### config.mk
export PLATFORM = sky130hd
export DESIGN_NAME = ws2812_rx
export DESIGN_NICKNAME = d
export VERILOG_FILES = /design/src/rtl/ws2812_pkg.sv /design/src/rtl/ws2812_sync.sv /design/src/rtl/ws2812_rx.sv
export SDC_FILE = /design/constraint.sdc
export NUM_CORES = 1
export LEC_CHECK = 0
export ABC_AREA = 1
export BUFFER_PORTS_ARGS = -buffer_cell sky130_fd_sc_hd__clkbuf_2
export CAP_MARGIN = 20
export CORE_AREA = 2 2 126 128
export DETAILED_ROUTE_END_ITERATION = 6
export DIE_AREA = 0 0 128 130
export PLACE_DENSITY_LB_ADDON = 0.12
export SLEW_MARGIN = 20
export SYNTH_ARGS = -nofsm -noshare
export SYNTH_HDL_FRONTEND = slang
export SYNTH_SLANG_ARGS = --single-unit
export TNS_END_PERCENT = 1
### constraint.sdc
create_clock -name sys_clk -period 3.75 [get_ports sys_clk]
set_clock_uncertainty 0.05 [all_clocks]
set_input_delay 0.1875 -clock sys_clk [delete_from_list [all_inputs] [get_ports sys_clk]]
set_output_delay 0.1875 -clock sys_clk [all_outputs]
set_load 0.005 [all_outputs]
### src/rtl/ws2812_pkg.sv
// ws2812_pkg: WS2812 timing constants and line-state encoding shared by rx and tx
package ws2812_pkg;

  typedef enum logic [1:0] {WAIT_RST, IDLE_LOW, HIGH, LOW} ws2812_state_t;

  function automatic int cnt_min(input int clk_freq);
    return clk_freq / 10_000_000;
  endfunction

  function automatic int cnt_thr(input int clk_freq);
    return clk_freq / 1_600_000;
  endfunction

  function automatic int cnt_max(input int clk_freq);
    return clk_freq / 500_000;
  endfunction

  function automatic int cnt_rst(input int clk_freq);
    return clk_freq / 20_000;
  endfunction

endpackage

### src/rtl/ws2812_sync.sv
// ws2812_sync: 2-flop synchronizer for the WS2812 line plus rise/fall detect
//   sys_clk, rst_n : clock, async active-low reset
//   d              : asynchronous serial input
//   level          : synchronized line level
//   rise, fall     : single-cycle edge flags of the synchronized level
module ws2812_sync (
  input  logic sys_clk,
  input  logic rst_n,
  input  logic d,
  output logic level,
  output logic rise,
  output logic fall
);
  logic [2:0] s;
  always_ff @(posedge sys_clk or negedge rst_n)
    if (!rst_n) s <= '0;
    else s <= {s[1:0], d};
  // s[0], s[1] form the synchronizer; s[2] is only the previous synchronized level
  assign level = s[1];
  assign rise  = s[1] & ~s[2];
  assign fall  = ~s[1] & s[2];
endmodule

### src/rtl/ws2812_rx.sv
// ws2812_rx: WS2812 serial-line decoder producing GRB pixels and frame/error strobes
//   sys_clk, rst_n              : clock, async active-low reset
//   Di                          : WS2812 data line (asynchronous)
//   pixel_addr, pixel_Red/Green/Blue : decoded pixel, held between strobes
//   pixel_valid                 : one-cycle strobe for the pixel outputs
//   frame_done                  : one-cycle strobe on the line reset ending a frame
//   err                         : one-cycle strobe on a protocol error
module ws2812_rx
  import ws2812_pkg::*;
#(
  parameter int clk_freq = 50_000_000,
  parameter int used_led = 1
) (
  input  logic       sys_clk,
  input  logic       rst_n,
  input  logic       Di,
  output logic [7:0] pixel_addr,
  output logic [7:0] pixel_Red,
  output logic [7:0] pixel_Green,
  output logic [7:0] pixel_Blue,
  output logic       pixel_valid,
  output logic       frame_done,
  output logic       err
);
  localparam logic [15:0] CNT_MIN = 16'(cnt_min(clk_freq));
  localparam logic [15:0] CNT_THR = 16'(cnt_thr(clk_freq));
  localparam logic [15:0] CNT_MAX = 16'(cnt_max(clk_freq));
  localparam logic [15:0] CNT_RST = 16'(cnt_rst(clk_freq));

  logic level, rise, fall;
  ws2812_state_t state, prev;
  logic [15:0] hcnt, lcnt;
  logic [23:0] sr, sr_next;
  logic [4:0]  bcnt;
  logic [7:0]  pidx, pend_addr;
  logic        pend;

  ws2812_sync u_sync (
    .sys_clk(sys_clk),
    .rst_n  (rst_n),
    .d      (Di),
    .level  (level),
    .rise   (rise),
    .fall   (fall)
  );

  assign sr_next = {sr[22:0], hcnt >= CNT_THR};

  // hcnt is loaded with 1 on the rise so that it equals the high width in cycles
  // when the fall is seen; lcnt likewise starts at 1 after a bit.
  always_ff @(posedge sys_clk or negedge rst_n)
    if (!rst_n) begin
      state       <= WAIT_RST;
      prev        <= WAIT_RST;
      hcnt        <= '0;
      lcnt        <= '0;
      sr          <= '0;
      bcnt        <= '0;
      pidx        <= '0;
      pend        <= 1'b0;
      pend_addr   <= '0;
      pixel_addr  <= '0;
      pixel_Red   <= '0;
      pixel_Green <= '0;
      pixel_Blue  <= '0;
      pixel_valid <= 1'b0;
      frame_done  <= 1'b0;
      err         <= 1'b0;
    end else begin
      pixel_valid <= pend;
      pend        <= 1'b0;
      frame_done  <= 1'b0;
      err         <= 1'b0;
      if (pend) begin
        pixel_addr  <= pend_addr;
        pixel_Green <= sr[23:16];
        pixel_Red   <= sr[15:8];
        pixel_Blue  <= sr[7:0];
      end
      case (state)
        WAIT_RST:
          if (level) lcnt <= '0;
          else if (lcnt >= CNT_RST - 16'd1) begin
            state <= IDLE_LOW;
            lcnt  <= '0;
          end else lcnt <= lcnt + 16'd1;
        IDLE_LOW, LOW:
          if (rise) begin
            prev  <= state;
            state <= HIGH;
            hcnt  <= 16'd1;
          end else if (state == LOW) begin
            if (lcnt >= CNT_RST) begin
              frame_done <= 1'b1;
              err        <= bcnt != 5'd0;
              bcnt       <= '0;
              pidx       <= '0;
              state      <= IDLE_LOW;
            end else lcnt <= lcnt + 16'(lcnt != 16'hFFFF);
          end
        HIGH:
          if (fall) begin
            // a too-short pulse is a glitch: resume the interrupted low period
            if (hcnt < CNT_MIN) state <= prev;
            else begin
              sr    <= sr_next;
              state <= LOW;
              lcnt  <= 16'd1;
              if (bcnt == 5'd23) begin
                bcnt <= '0;
                if ({1'b0, pidx} < 9'(used_led)) begin
                  pend      <= 1'b1;
                  pend_addr <= pidx;
                end
                pidx <= pidx + 8'(pidx != 8'd255);
              end else bcnt <= bcnt + 5'd1;
            end
          end else if (hcnt >= CNT_MAX) begin
            err   <= 1'b1;
            state <= WAIT_RST;
            lcnt  <= '0;
            bcnt  <= '0;
            sr    <= '0;
            pidx  <= '0;
          end else hcnt <= hcnt + 16'(hcnt != 16'hFFFF);
        default: state <= WAIT_RST;
      endcase
    end
endmodule

Yosys cells after proc, flatten, opt, wreduce, memory -nomap -nowiden
Cells that the tools add are included.
{"block": "totals", "regBits": 120, "input_bits": 3, "out_inout_bits": 35, "word_cells": 124}
{"block": "classes", "addsub": 5, "order_cmp": 6, "n_eq_ne": 22, "n_mux": 56, "bitwise": 5, "n_reduce_logical": 13}
{"op": "16-bit two-way mux", "count": 11}
{"op": "24-bit two-way mux", "count": 3}
{"op": "8-bit two-way mux", "count": 7}
{"op": "16-bit one-hot mux with 3 select lines", "count": 1}
{"op": "5-bit two-way mux", "count": 7}
{"op": "16-bit by 1-bit adder with 16-bit output", "count": 2}
{"op": "16-bit by 12-bit >= comparator with 1-bit output (second input constant)", "count": 2}
{"op": "16-bit != test (second input constant)", "count": 2}
{"op": "16-bit one-hot mux with 2 select lines", "count": 1}
{"op": "2-bit != test (second input constant)", "count": 10}
{"op": "16-bit by 1-bit adder with 16-bit output (second input constant)", "count": 1}
{"op": "16-bit by 5-bit >= comparator with 1-bit output (second input constant)", "count": 1}
{"op": "16-bit by 7-bit >= comparator with 1-bit output (second input constant)", "count": 1}
{"op": "16-bit by 3-bit less-than comparator with 1-bit output (second input constant)", "count": 1}
{"op": "2-bit two-way mux", "count": 8}
{"op": "8-bit one-hot mux with 2 select lines", "count": 1}
{"op": "3-bit != test (second input constant)", "count": 5}
{"op": "5-bit AND reduction", "count": 3}
{"op": "1-bit two-way mux", "count": 14}
{"op": "5-bit one-hot mux with 2 select lines", "count": 1}
{"op": "8-bit by 1-bit adder with 8-bit output", "count": 1}
{"op": "8-bit by 1-bit less-than comparator with 1-bit output (second input constant)", "count": 1}
{"op": "8-bit != test (second input constant)", "count": 1}
{"op": "7-bit AND reduction", "count": 1}
{"op": "other kinds (16)", "count": 21}

Longest topological paths before layout
Gate-level depths: netlist (run 1).
{"block": "logic_depth", "word_depth": 6, "depth_mapped": 14, "mapped_depth_nobuf": 14}

By module
Synthesis (run 1) repeated with hierarchy kept, for this count alone.
{"block": "hier_totals", "hier_cells": 715, "hier_area_um2": 6069.6}
{"module": "ws2812_rx", "n_inst": 1, "cells_each": 708, "area_each_um2": 5979.5, "seq_area_each_um2": 2927.8}
{"module": "ws2812_sync", "n_inst": 1, "cells_each": 7, "area_each_um2": 90.1, "seq_area_each_um2": 75.1}

Worst setup path after synthesis (run 1)
OpenSTA, ideal clock, no wires.
{"block": "synth_path", "kind": "reg-to-reg", "from": "reg lcnt[1]", "to": "reg lcnt[6]", "setup_time_ns": 0.065, "arrival_time_ns": 2.002, "required_ns": 3.635, "slack_ns": 1.633, "path_stages_with_launch": 15, "path_buffers": 0, "synth_period_minus_slack_ns": 2.117, "path_cell_list": "dfrtp_1 -> ha_1 -> nand3_1 -> inv_1 -> nand4_1 -> ha_1 -> ha_1 -> nand3_1 -> nor2_1 -> inv_1 -> o21ai_0 -> nand3_1 -> o21ai_0 -> nand2_1 -> nand2_1"}
{"block": "synth_via", "elab_chain_cells": 6, "elab_cells_between_ends": 13, "classes_between": "add/sub (2); order compare (2); eq/ne (2); mux (6); reduce/logical (1)"}
{"element": "start, declared", "line": "ws2812_rx.sv:32", "text": "logic [15:0] hcnt, lcnt;"}
{"element": "start signal, assigned", "line": "ws2812_rx.sv:86", "text": "end else lcnt <= lcnt + 16'd1;"}
{"element": "start signal, assigned", "line": "ws2812_rx.sv:99", "text": "end else lcnt <= lcnt + 16'(lcnt != 16'hFFFF);"}
{"element": "16-bit != test", "line": "ws2812_rx.sv:99"}
{"element": "16-bit by 1-bit adder with 16-bit output", "line": "ws2812_rx.sv:99"}
{"element": "16-bit two-way mux", "line": "ws2812_rx.sv:93", "text": "if (lcnt >= CNT_RST) begin"}
{"element": "16-bit two-way mux", "line": "ws2812_rx.sv:92", "text": "end else if (state == LOW) begin"}
{"element": "16-bit two-way mux", "line": "ws2812_rx.sv:88", "text": "if (rise) begin"}
{"element": "16-bit one-hot mux with 3 select lines", "line": "ws2812_rx.sv:80", "text": "case (state)"}
Parallel ways exist; a longest one is shown, timed or not. The select of a mux whose other input is x is not followed.
A chain may end at the register's enable or synchronous reset.

Worst setup path in the final report (run 1)
{"block": "layout_path", "from": "reg u_sync.s[1]", "to": "reg sr[23]"}
{"block": "layout_via", "elab_chain_cells": 4, "elab_cells_between_ends": 6, "classes_between": "eq/ne (1); mux (1); bitwise (2); reduce/logical (2)"}
{"element": "start, declared", "line": "ws2812_sync.sv:14", "text": "logic [2:0] s;"}
{"element": "start signal, assigned", "line": "ws2812_sync.sv:17", "text": "else s <= {s[1:0], d};"}
{"element": "1-bit inverter (*)", "line": "ws2812_sync.sv:21", "text": "assign fall = ~s[1] & s[2];"}
{"element": "1-bit AND (*)", "line": "ws2812_sync.sv:21"}
{"element": "2-bit != test (no line) or 2-bit nonzero test (tied branches)"}
{"element": "3-bit AND reduction (no line)"}
{"element": "end signal, assigned", "line": "ws2812_rx.sv:106", "text": "sr <= sr_next;"}
{"element": "end, declared", "line": "ws2812_rx.sv:33", "text": "logic [23:0] sr, sr_next;"}
Every way passes the cells marked *; elsewhere a longest branch is shown, timed or not.

==> load_flow_metrics.sql, run 1 <==
INSERT INTO impl_metrics (metric_group, metric, value, unit) VALUES
('cts', 'clockRootBuffer', 'clkbuf_16', ''),
('power', 'power_leakage', '3.58', 'nW'),
('floorplan', 'fp.dieArea', '16600', 'µm²'),
('timing', 'setup_tns', '0', 'ns'),
('power', 'net_switching_power', '0.664', 'mW'),
('cts', 'post-cts-setup-buffer-count', '0', ''),
('timing', 'finalMaxSlewViolations', '0', ''),
('timing', 'period_minus_slack', '2.55', 'ns'),
('final_layout', 'instances_no_fill', '974', ''),
('final_layout', 'layout_area_overhead', '16.6', '%'),
('cts', 'tritoncts', 'built', ''),
('route', 'drt_iter0_markers', '263', ''),
('critical_path', 'most_used_cell_along_the_critical_path', 'nand2_1', ''),
('cts', 'clkSlewWorstSetupHoldPaths', '0.06', 'ns'),
('route', 'wire_per_inst', '13.9', 'µm'),
('cts', 'count_of_instances_resized_after_the_clock_tree_is_built', '0', ''),
('final_layout', 'layout_commonest_cell', 'nand2_1', ''),
('critical_path', 'timing.critical_path.from', 'u_sync.s[1]$_DFF_PN0_', ''),
('critical_path', 'timing.critical_path.buf_inv', '2', ''),
('logic_synthesis', 'synth-warning-count', '0', ''),
('global_routing', 'global_route_usage_sum', '0.172', ''),
('power', 'power.density', '447', 'nW/µm²'),
('final_layout', 'design_area', '7020', 'µm²'),
('critical_path', 'slowest_stage_cell_cp', 'nand2_2', ''),
('logic_synthesis', 'portion_of_the_post_synthesis_area_used_by_sequential_elements', '0.499', ''),
('floorplan', 'die_w', '128', 'µm'),
('placed_design', 'place_worst_setup_slack', '1.18', 'ns'),
('logic_synthesis', 'area_of_the_mapped_netlist', '6020', 'µm²'),
('floorplan', 'die_h', '130', 'µm'),
('floorplan', 'ioPinCount', '38', ''),
('timing', 'period_share', '0.680', ''),
('final_layout', 'layout-drive-gt1-share', '0.150', ''),
('critical_path', 'timing.critical_path.max_delay_family', 'simple AND/OR/NAND/NOR gates', ''),
('cts', 'clk_lat_worst_skew', '0.42', 'ns'),
('power', 'power.sequential.fraction', '0.417', ''),
('power', 'logic_gate_share_of_total_power', '0.018', ''),
('timing', 'timing.max_slew.rel_slack', '0.525', ''),
('placed_design', 'gp_congestion', '0.934', ''),
('route', 'drcViolationCount', '0', ''),
('critical_path', 'worstPathCellList', 'inv_1 > nand2_1 > nor2_8 > nand2_1 > buf_4 > nand2_2 > nand3_1 > o21ai_1', ''),
('final_layout', 'net_count_final', '782', ''),
('status', 'run_status', 'complete, no violations', ''),
('critical_path', 'worstSetupPathType', 'reg2reg', ''),
('timing', 'max_fclk', '392', 'MHz'),
('critical_path', 'critical_path_required', '4.03', 'ns'),
('timing', 'finalHoldViolCount', '0', ''),
('cts', 'clk_path_buf_depth', '2', ''),
('timing', 'worst_slew_pin_slew', '0.713', 'ns'),
('logic_synthesis', 'synth_area_per_cell', '8.23', 'µm²'),
('global_routing', 'antenna_violations_before_repair', '0', ''),
('critical_path', 'delay_of_the_slowest_critical_path_stage', '0.46', 'ns'),
('route', 'drt_pass1_iterations', '5', ''),
('global_routing', 'grt_pass1_vias', '4644', ''),
('final_layout', 'n_antenna_cell', '0', ''),
('critical_path', 'reg_to_reg_startpoint', 'u_sync.s[1]$_DFF_PN0_', ''),
('placed_design', 'dp_hpwl', '9000', 'µm'),
('logic_synthesis', 'syn-instance-count', '732', ''),
('global_routing', 'first_pass_grt_wire_length', '22900', 'µm'),
('floorplan', 'std_cell_rows', '46', ''),
('critical_path', 'critical_path.max_fanout', '32', ''),
('timing', 'grt_setup_unrepaired', 'no', ''),
('logic_synthesis', 'netlist-cell-type-count', '38', ''),
('power', 'sw_ratio', '0.212', ''),
('placed_design', 'placed_area', '6350', 'µm²'),
('cts', 'cts_sinks', '120', ''),
('timing', 'layout_setup_ws', '1.20', 'ns'),
('cts', 'cts_buffers', '17', ''),
('power', 'clkPwrFrac', '0.565', ''),
('floorplan', 'initial_utilization', '0.390', ''),
('route', 'final_antenna_net_count', '0', ''),
('cts', 'htree_levels', '4', '');
state kept, by name, summed over array words and instances, names as in the netlist:
signal and flops:
pend_addr 8, u_sync.s 3, pidx 8, pixel_Blue 8, err 1, prev 2, bcnt 5, hcnt 16
state 2, pend 1, pixel_Green 8, pixel_addr 8, frame_done 1, pixel_valid 1, pixel_Red 8, sr 24
lcnt 16
routing by layer:
metal | routed length, µm | global-route usage | vias to the layer above
met1 | 6610 | 0.238 | 2338
met2 | 6300 | 0.270 | 74
met4 | 184 | 0.0549 | 0
li1 | - | - | 2449
met5 | 0 | 0 | -
met3 | 452 | 0.0398 | 16
tightest hold or removal path: cells and delay by family:
family	cells	cell delay (ns)
buffers and inverters	3	1.02
synth_stat cells, drive strengths merged:
| cell | count | area (µm²) |
|---|---|---|
| nor3b | 1 | 7.51 |
| mux2 | 16 | 180 |
| nor2 | 98 | 443 |
| ha | 10 | 125 |
| clkbuf | 8 | 30.0 |
| nand4 | 8 | 62.6 |
| dfrtp | 120 | 3000 |
| o22ai | 1 | 6.26 |
| o21ai | 46 | 234 |
| buf | 18 | 119 |
| nand2 | 177 | 697 |
| nor3 | 9 | 45.0 |
| a21oi | 26 | 130 |
| xnor2 | 2 | 17.5 |
| nand3 | 93 | 470 |
| or2 | 2 | 12.5 |
| xor2 | 5 | 43.8 |
| nor4 | 5 | 31.3 |
| o31ai | 1 | 7.51 |
| and3 | 2 | 12.5 |
| inv | 77 | 292 |
| o21bai | 3 | 22.5 |
| o211ai | 2 | 15.0 |
| nand3b | 2 | 15.0 |
cells by family (layout without fill, tap and decap cells):
logic type,count (synthesis),in the layout,share of synthesized area
xor+xnor,7,7,0.0102
mux,16,16,0.0299
buf+inv,103,153,0.0731
fa+ha+maj,10,10,0.0208
compound gates,79,79,0.0690
flops,120,120,0.499
simple gates,397,397,0.298
path summary, 6_finish.rpt:
path	endpoint	slack, ns	cells past startpoint
max	sr[23]$_DFFE_PN0P_	1.20	8
min	lcnt[9]$_DFFE_PN0P_	0.31	3
max reg2reg	sr[23]$_DFFE_PN0P_	1.20	8
min reg2reg	u_sync.s[1]$_DFF_PN0_	0.32	0
max in group asynchronous	pend$_DFF_PN0_	2.73	3
min in group sys_clk	u_sync.s[1]$_DFF_PN0_	0.32	0
power groups by stage:
stage                     sequential, mW  combinational, mW  clock (mW)
after floorplan                     1.33             0.0232           0
after global placement              1.33             0.0579           0
after detailed placement            1.33             0.0578           0
after CTS                           1.31             0.0595        1.81
after global routing                1.31             0.0674        1.87
final                               1.31             0.0568        1.77
area by class of cell:
type	count	area, µm²	share of cell area
multi-input cells	509	2580	0.368
clock inverters	12	190	0.0271
flip-flops and latches	120	3000	0.428
inverters	77	292	0.0415
repair buffers	44	258	0.0367
clock buffers	20	457	0.0650
well taps	192	240	0.0342
what timing repair did:
| item | CTS | global route |
|---|---|---|
| hold buffers | 2 | 0 |
| setup endpoints to repair | 0 | 0 |
| endpoints found under the hold margin | 121 | 0 |
(Power assumes the default switching activity.)
==> run 2: changes to the inputs <==
==> constraint.sdc (replaced) <==
create_clock -name sys_clk -period 2.1 [get_ports sys_clk]
set_clock_uncertainty 0.05 [all_clocks]
set_input_delay 0.105 -clock sys_clk [delete_from_list [all_inputs] [get_ports sys_clk]]
set_output_delay 0.105 -clock sys_clk [all_outputs]
set_load 0.005 [all_outputs]
==> run 2 against run 1 <==
Against the previous run: sequential share of layout area decreased by 2.0 points; clock power increased by 65%; largest power group unchanged; critical endpoint is now lcnt[7]$_DFFE_PN0P_; register-to-register slack got worse by 1.1 ns; clock-buffer cell count decreased by 2; power increased by 71%; worst setup slack got worse by 1.1 ns; global-route usage increased by 0.75 points; via count increased by 3.3%.
==> load_flow_metrics.sql, run 2 (synthesis gave the netlist of run 1 again) <==
INSERT INTO impl_metrics (metric_group, metric, value, unit) VALUES
('final_layout', 'layout_area_overhead', '22.2', '%'),
('placed_design', 'port_buffers', '37', ''),
('route', 'm1WireLength', '6670', 'µm'),
('cts', 'cts_sinks', '120', ''),
('floorplan', 'ioPinCount', '38', ''),
('timing', 'max_fclk', '493', 'MHz'),
('route', 'via_count', '5036', ''),
('power', 'power_report.internal_total', '4.14', 'mW'),
('power', 'clkPwrFrac', '0.543', ''),
('cts', 'cts_buffers', '17', ''),
('global_routing', 'global_route_usage_sum', '0.180', ''),
('route', 'top_layer', 'met4', ''),
('global_routing', 'grt_pass1_vias', '4936', ''),
('final_layout', 'largest_reg_flops', '24', ''),
('critical_path', 'most_used_cell_along_the_critical_path', 'nand2_1', ''),
('final_layout', 'layout_commonest_cell', 'nand2_1', ''),
('timing', 'count_of_final_setup_violators', '0', ''),
('final_layout', 'n_antenna_cell', '0', ''),
('route', 'drt_iter0_markers', '402', ''),
('timing', 'period_share', '0.967', ''),
('route', 'finalWirelength', '13900', 'µm'),
('route', 'post_drt_via_cell_ratio', '4.98', ''),
('route', 'wire_per_inst', '13.8', 'µm'),
('floorplan', 'fp.dieArea', '16600', 'µm²'),
('critical_path', 'critical_path.max_fanout', '5', ''),
('final_layout', 'instances_no_fill', '1012', ''),
('power', 'sw_ratio', '0.230', ''),
('critical_path', 'worstPathCellList', 'nand2_1 > nor4_2 > nand4_1 > ha_2 > nand3_1 > inv_1 > nand2_1 > nand2_1 > nand3_1 > o21ai_0 > nand2_1 > nand2_1', ''),
('final_layout', 'top_register', 'sr', ''),
('critical_path', 'timing.critical_path.max_delay_family', 'simple AND/OR/NAND/NOR gates', ''),
('critical_path', 'slowest_stage_cell_cp', 'dfrtp_1', ''),
('floorplan', 'std_cell_rows', '46', ''),
('power', 'ir_worst_vdd', '0.510', 'mV'),
('global_routing', 'grt_start_max_net_pins', '121', ''),
('timing', 'timing.max_slew.rel_slack', '0.525', ''),
('timing', 'final.hold.worst_slack', '0.236', 'ns'),
('global_routing', 'gr-total-overflow', '0', ''),
('critical_path', 'delay_of_the_slowest_critical_path_stage', '0.35', 'ns'),
('timing', 'finalMaxSlewViolations', '0', ''),
('power', 'power.sequential.fraction', '0.433', ''),
('run', 'cap_viol_max_count', '0', ''),
('placed_design', 'gp_congestion', '0.865', ''),
('floorplan', 'initial_utilization', '0.390', ''),
('critical_path', 'category_of_the_worst_setup_path_launch_point', 'flip-flop', ''),
('timing', 'period_minus_slack', '2.03', 'ns'),
('floorplan', 'die_h', '130', 'µm'),
('route', 'route.met2.wl', '6660', 'µm'),
('route', 'met3_wirelength', '379', 'µm'),
('timing', 'finalHoldViolCount', '0', ''),
('cts', 'clk_lat_worst_skew', '0.41', 'ns'),
('final_layout', 'largest_registers', 'sr x24, hcnt x16, lcnt x16', ''),
('placed_design', 'numPlacedInstances', '974', ''),
('timing', 'grt_setup_unrepaired', 'yes', ''),
('critical_path', 'capturing_element_type_of_the_critical_path', 'flip-flop', ''),
('power', 'net_switching_power', '1.23', 'mW'),
('floorplan', 'placeableCoreArea', '15400', 'µm²'),
('power', 'power_leakage', '3.75', 'nW'),
('power', 'logic_gate_share_of_total_power', '0.024', ''),
('final_layout', 'layout-drive-gt1-share', '0.201', ''),
('global_routing', 'first_pass_grt_wire_length', '23800', 'µm'),
('cts', 'clkSlewWorstSetupHoldPaths', '0.06', 'ns'),
('final_layout', 'layout_common_cells', '170 x nand2_1, 120 x dfrtp_1, 90 x nand3_1', ''),
('floorplan', 'die_w', '128', 'µm'),
('final_layout', 'net_count_final', '820', ''),
('route', 'final_antenna_net_count', '0', ''),
('route', 'drcViolationCount', '0', ''),
('cts', 'htree_levels', '4', ''),
('placed_design', 'dp_hpwl', '9310', 'µm'),
('cts', 'clk_path_buf_depth', '2', ''),
('final_layout', 'finalCoreUtilization', '0.477', ''),
('placed_design', 'place_worst_setup_slack', '-0.0559', 'ns'),
('critical_path', 'worstSetupPathType', 'reg2reg', ''),
('final_layout', 'nFillCells', '1500', ''),
('power', 'power.density', '730', 'nW/µm²'),
('route', 'drt_pass1_iterations', '5', ''),
('min_path', 'hold_path_class', 'in2async', ''),
('critical_path', 'critical_path_required', '2.34', 'ns'),
('timing', 'layout_setup_ws', '0.0698', 'ns'),
('critical_path', 'timing.critical_path.buf_inv', '1', ''),
('global_routing', 'antenna_violations_before_repair', '0', ''),
('cts', 'clockRootBuffer', 'clkbuf_16', ''),
('critical_path', 'timing.critical_path.arrival', '2.27', 'ns'),
('cts', 'tritoncts', 'built', ''),
('status', 'run_status', 'complete, no violations', ''),
('timing', 'worst_slew_pin_slew', '0.712', 'ns');
-- run 2: final timing paths --
kind	slack [ns]	start	cells past startpoint	to
worst max-delay path	0.07	lcnt[9]$_DFFE_PN0P_	12	lcnt[7]$_DFFE_PN0P_
worst min-delay path	0.24	rst_n	3	pidx[6]$_DFFE_PN0P_
worst max register to register	0.07	lcnt[9]$_DFFE_PN0P_	12	lcnt[7]$_DFFE_PN0P_
worst min register to register	0.30	u_sync.s[0]$_DFF_PN0_	0	u_sync.s[1]$_DFF_PN0_
max in group asynchronous	1.18	rst_n	3	bcnt[2]$_DFFE_PN0P_
min in group sys_clk	0.30	u_sync.s[0]$_DFF_PN0_	0	u_sync.s[1]$_DFF_PN0_
-- run 2: stage by stage --
step / power (mW) / cell area [µm²] / TNS, ns
after CTS: 5.44 / 7300 / -0.0127
after global routing: 5.56 / 7360 / -0.802
after detailed placement: 2.49 / 6640 / -0.0638
final: 5.37 / 7360 / 0
after floorplan: 2.41 / 6020 / 0
after global placement: 2.49 / 6640 / 0
-- run 2: final cells by class --
class,instances,area [µm²],share of cell area
flip-flops and latches,120,3000,0.408
multi-input cells,509,2660,0.361
repair buffers,82,572,0.0777
clock buffers,18,429,0.0583
inverters,77,292,0.0396
well taps,192,240,0.0326
clock inverters,14,165,0.0224
-- run 2: repair_timing --
| action | 4_1_cts | 5_1_grt |
|---|---|---|
| hold buffers | 2 | 0 |
| gates resized for setup | 6 | 13 |
| buffers inserted | 3 | 1 |
| pin swaps | 4 | 6 |
| setup endpoints to repair | 3 | 37 |
| hold endpoints to repair | 121 | 0 |
-- run 2: power by group through the flow --
stage	Combinational (mW)	Clock (mW)	Sequential [mW]
2_1_floorplan	0.0415	0	2.37
3_3_place_gp	0.122	0	2.37
3_5_place_dp	0.123	0	2.37
4_1_cts	0.126	2.99	2.33
5_1_grt	0.147	3.08	2.33
6_report	0.129	2.92	2.33
-- run 2: worst reg2reg max path, stage by stage (launching register included) --
cell	delay, ns
dfrtp_1	0.35
nand2_1	0.10
nor4_2	0.30
nand4_1	0.13
ha_2	0.22
nand3_1	0.17
inv_1	0.14
nand2_1	0.09
nand2_1	0.05
nand3_1	0.08
o21ai_0	0.10
nand2_1	0.09
nand2_1	0.06
-- run 2: routing by layer --
layer / up-vias / global-route usage
met1: 2410 / 0.237
met3: 12 / 0.0344
met5: - / 0
li1: 2532 / -
met2: 82 / 0.291
met4: 0 / 0.0789
==> run 3: changes to the inputs <==
--- a/config.mk
+++ b/config.mk
@@ -11,7 +11,6 @@
 export CORE_AREA = 2 2 126 128
 export DETAILED_ROUTE_END_ITERATION = 6
 export DIE_AREA = 0 0 128 130
-export PLACE_DENSITY_LB_ADDON = 0.12
 export SLEW_MARGIN = 20
 export SYNTH_ARGS = -nofsm -noshare
 export SYNTH_HDL_FRONTEND = slang
==> run 3 against run 2 <==
Against the previous run: sequential power about the same; worst setup slack improved by 0.021 ns; first-iteration DRC count decreased by 14%; critical path depth increased by 2; power decreased by 1.2%; combinational power increased by 3%; fmax increased by 1.0%; global-route usage decreased by 0.58 points; sequential share of layout area increased by 0.22 points.
==> load_flow_metrics.sql, run 3 (synthesis gave the netlist of run 1 again) <==
INSERT INTO impl_metrics (metric_group, metric, value, unit) VALUES
('route', 'drcViolationCount', '0', ''),
('placed_design', 'placed_area', '6650', 'µm²'),
('final_layout', 'seqCellArea', '3000', 'µm²'),
('timing', 'timing.max_slew.rel_slack', '0.681', ''),
('cts', 'clk_lat_worst_skew', '0.41', 'ns'),
('placed_design', 'dp_hpwl', '9370', 'µm'),
('final_layout', 'largest_reg_flops', '24', ''),
('placed_design', 'port_buffers', '37', ''),
('final_layout', 'layout-drive-gt1-share', '0.201', ''),
('route', 'final_antenna_net_count', '0', ''),
('route', 'drt_iter0_markers', '347', ''),
('route', 'via_count', '4972', ''),
('status', 'run_status', 'complete, no violations', ''),
('global_routing', 'antenna_violations_before_repair', '0', ''),
('cts', 'clkSlewWorstSetupHoldPaths', '0.06', 'ns'),
('cts', 'clockRootBuffer', 'clkbuf_16', ''),
('power', 'power_leakage', '3.74', 'nW'),
('power', 'power.density', '725', 'nW/µm²'),
('critical_path', 'worstSetupPathType', 'reg2reg', ''),
('route', 'drt_pass1_iterations', '4', ''),
('final_layout', 'nFillCells', '1508', ''),
('critical_path', 'capturing_element_type_of_the_critical_path', 'flip-flop', ''),
('timing', 'finalMaxSlewViolations', '0', ''),
('floorplan', 'die_w', '128', 'µm'),
('route', 'post_drt_via_cell_ratio', '4.92', ''),
('final_layout', 'layout_commonest_cell', 'nand2_1', ''),
('cts', 'cts_buffers', '17', ''),
('cts', 'clk_path_buf_depth', '2', ''),
('power', 'sw_ratio', '0.226', ''),
('timing', 'period_share', '0.957', ''),
('floorplan', 'initial_utilization', '0.390', ''),
('global_routing', 'grt_start_max_net_pins', '38', ''),
('power', 'net_switching_power', '1.20', 'mW'),
('final_layout', 'top_register', 'sr', ''),
('power', 'logic_gate_share_of_total_power', '0.025', ''),
('critical_path', 'critical_path_required', '2.40', 'ns'),
('final_layout', 'layout_common_cells', '169 x nand2_1, 119 x dfrtp_1, 90 x nand3_1', ''),
('route', 'finalWirelength', '13600', 'µm'),
('final_layout', 'net_count_final', '820', ''),
('final_layout', 'design_area', '7320', 'µm²'),
('final_layout', 'instances_no_fill', '1011', ''),
('placed_design', 'gp_congestion', '0.835', ''),
('timing', 'finalHoldViolCount', '0', ''),
('global_routing', 'gr-total-overflow', '0', ''),
('min_path', 'hold_path_class', 'in2async', ''),
('power', 'power.sequential.fraction', '0.439', ''),
('power', 'ir_worst_vdd', '0.528', 'mV'),
('power', 'totalPowerFinal', '5.31', 'mW'),
('global_routing', 'first_pass_grt_wire_length', '23000', 'µm'),
('timing', 'max_fclk', '498', 'MHz'),
('cts', 'htree_levels', '4', ''),
('placed_design', 'numPlacedInstances', '976', ''),
('floorplan', 'fp.dieArea', '16600', 'µm²'),
('cts', 'tritoncts', 'built', ''),
('global_routing', 'grt_pass1_vias', '4627', ''),
('final_layout', 'layout_area_overhead', '21.6', '%'),
('global_routing', 'global_route_usage_sum', '0.174', ''),
('power', 'power_report.internal_total', '4.11', 'mW'),
('timing', 'grt_setup_unrepaired', 'yes', ''),
('final_layout', 'largest_registers', 'sr x24, hcnt x16, lcnt x16', ''),
('timing', 'count_of_final_setup_violators', '0', ''),
('cts', 'cts_sinks', '120', ''),
('floorplan', 'die_h', '130', 'µm'),
('power', 'clkPwrFrac', '0.536', ''),
('critical_path', 'category_of_the_worst_setup_path_launch_point', 'flip-flop', ''),
('floorplan', 'placeableCoreArea', '15400', 'µm²'),
('floorplan', 'std_cell_rows', '46', ''),
('final_layout', 'multi_input_area', '2640', 'µm²'),
('timing', 'worst_slew_pin_slew', '0.478', 'ns'),
('critical_path', 'timing.critical_path.arrival', '2.31', 'ns'),
('run', 'cap_viol_max_count', '0', ''),
('critical_path', 'critical_path.max_fanout', '4', ''),
('route', 'wire_per_inst', '13.4', 'µm'),
('timing', 'period_minus_slack', '2.01', 'ns'),
('final_layout', 'n_antenna_cell', '0', ''),
('floorplan', 'ioPinCount', '38', '');
[run 3: changes by cell type in the layout (fill, tap and decap cells not counted), sizes merged]
cell / change
inv: -4
clkinv: +3
[run 3: final cells by class]
type / instances / area share
flip-flops and latches: 120 / 0.410
multi-input cells: 509 / 0.361
repair buffers: 82 / 0.0776
clock buffers: 18 / 0.0586
inverters: 77 / 0.0398
well taps: 192 / 0.0328
clock inverters: 13 / 0.0202
[run 3: power groups by stage]
stage	logic, mW	clock network, mW	registers (mW)
finish	0.133	2.85	2.33
global route	0.154	3.01	2.33
CTS	0.131	2.91	2.33
detailed placement	0.127	0	2.37
global placement	0.127	0	2.37
floorplan	0.0415	0	2.37
[run 3: through the flow]
stage	setup TNS, ns	worst slack [ns]	utilization	hold WS, ns
6_report	0	0.0907	0.475	0.178
5_1_grt	-0.340	-0.0848	0.475	0.233
4_1_cts	0	0.000781	0.471	0.199
3_5_place_dp	-0.00843	-0.00474	0.431	0.0535
3_3_place_gp	0	0.0807	0.431	0.0427
2_1_floorplan	0	0.0185	-	-0.241
[run 3: worst paths after layout]
path / start / end / slack [ns] / cells past startpoint
min in group sys_clk: Di / u_sync.s[0]$_DFF_PN0_ / 0.29 / 2
min reg2reg: u_sync.s[0]$_DFF_PN0_ / u_sync.s[1]$_DFF_PN0_ / 0.30 / 0
max in group asynchronous: rst_n / pidx[4]$_DFFE_PN0P_ / 1.19 / 3
max reg2reg: lcnt[0]$_DFFE_PN0P_ / lcnt[6]$_DFFE_PN0P_ / 0.09 / 14
min: rst_n / hcnt[4]$_DFFE_PN0P_ / 0.18 / 2
max: lcnt[0]$_DFFE_PN0P_ / lcnt[6]$_DFFE_PN0P_ / 0.09 / 14
[run 3: per-layer routing]
metal / track usage / wire, µm / share of wire / vias up
li1: - / - / - / 2537
met1: 0.240 / 6460 / 0.48 / 2353
met2: 0.269 / 6570 / 0.48 / 76
met3: 0.0390 / 461 / 0.034 / 6
met4: 0.0666 / 102 / 0.0075 / 0
met5: 0 / 0 / 0 / -
[run 3: worst max-delay path: stages (launching register included)]
cell and delay (ns):
dfrtp_1 0.37, ha_1 0.22, nand3_1 0.11, inv_1 0.07, nand4_1 0.09, ha_2 0.21, ha_4 0.15, nand3_4 0.09
nor2_4 0.12, inv_1 0.06, o21ai_1 0.12, nand3_1 0.07, o21ai_0 0.07, nand2_1 0.07, nand2_1 0.06
[run 3: what timing repair did]
| item | 4_1_cts | 5_1_grt |
|---|---|---|
| pin swaps | 1 | 2 |
| setup endpoints to repair | 2 | 13 |
| gates cloned | 0 | 0 |
| hold endpoints to repair | 34 | 0 |
| setup buffers | 0 | 2 |
| gates resized for setup | 2 | 14 |
| hold buffers | 2 | 0 |
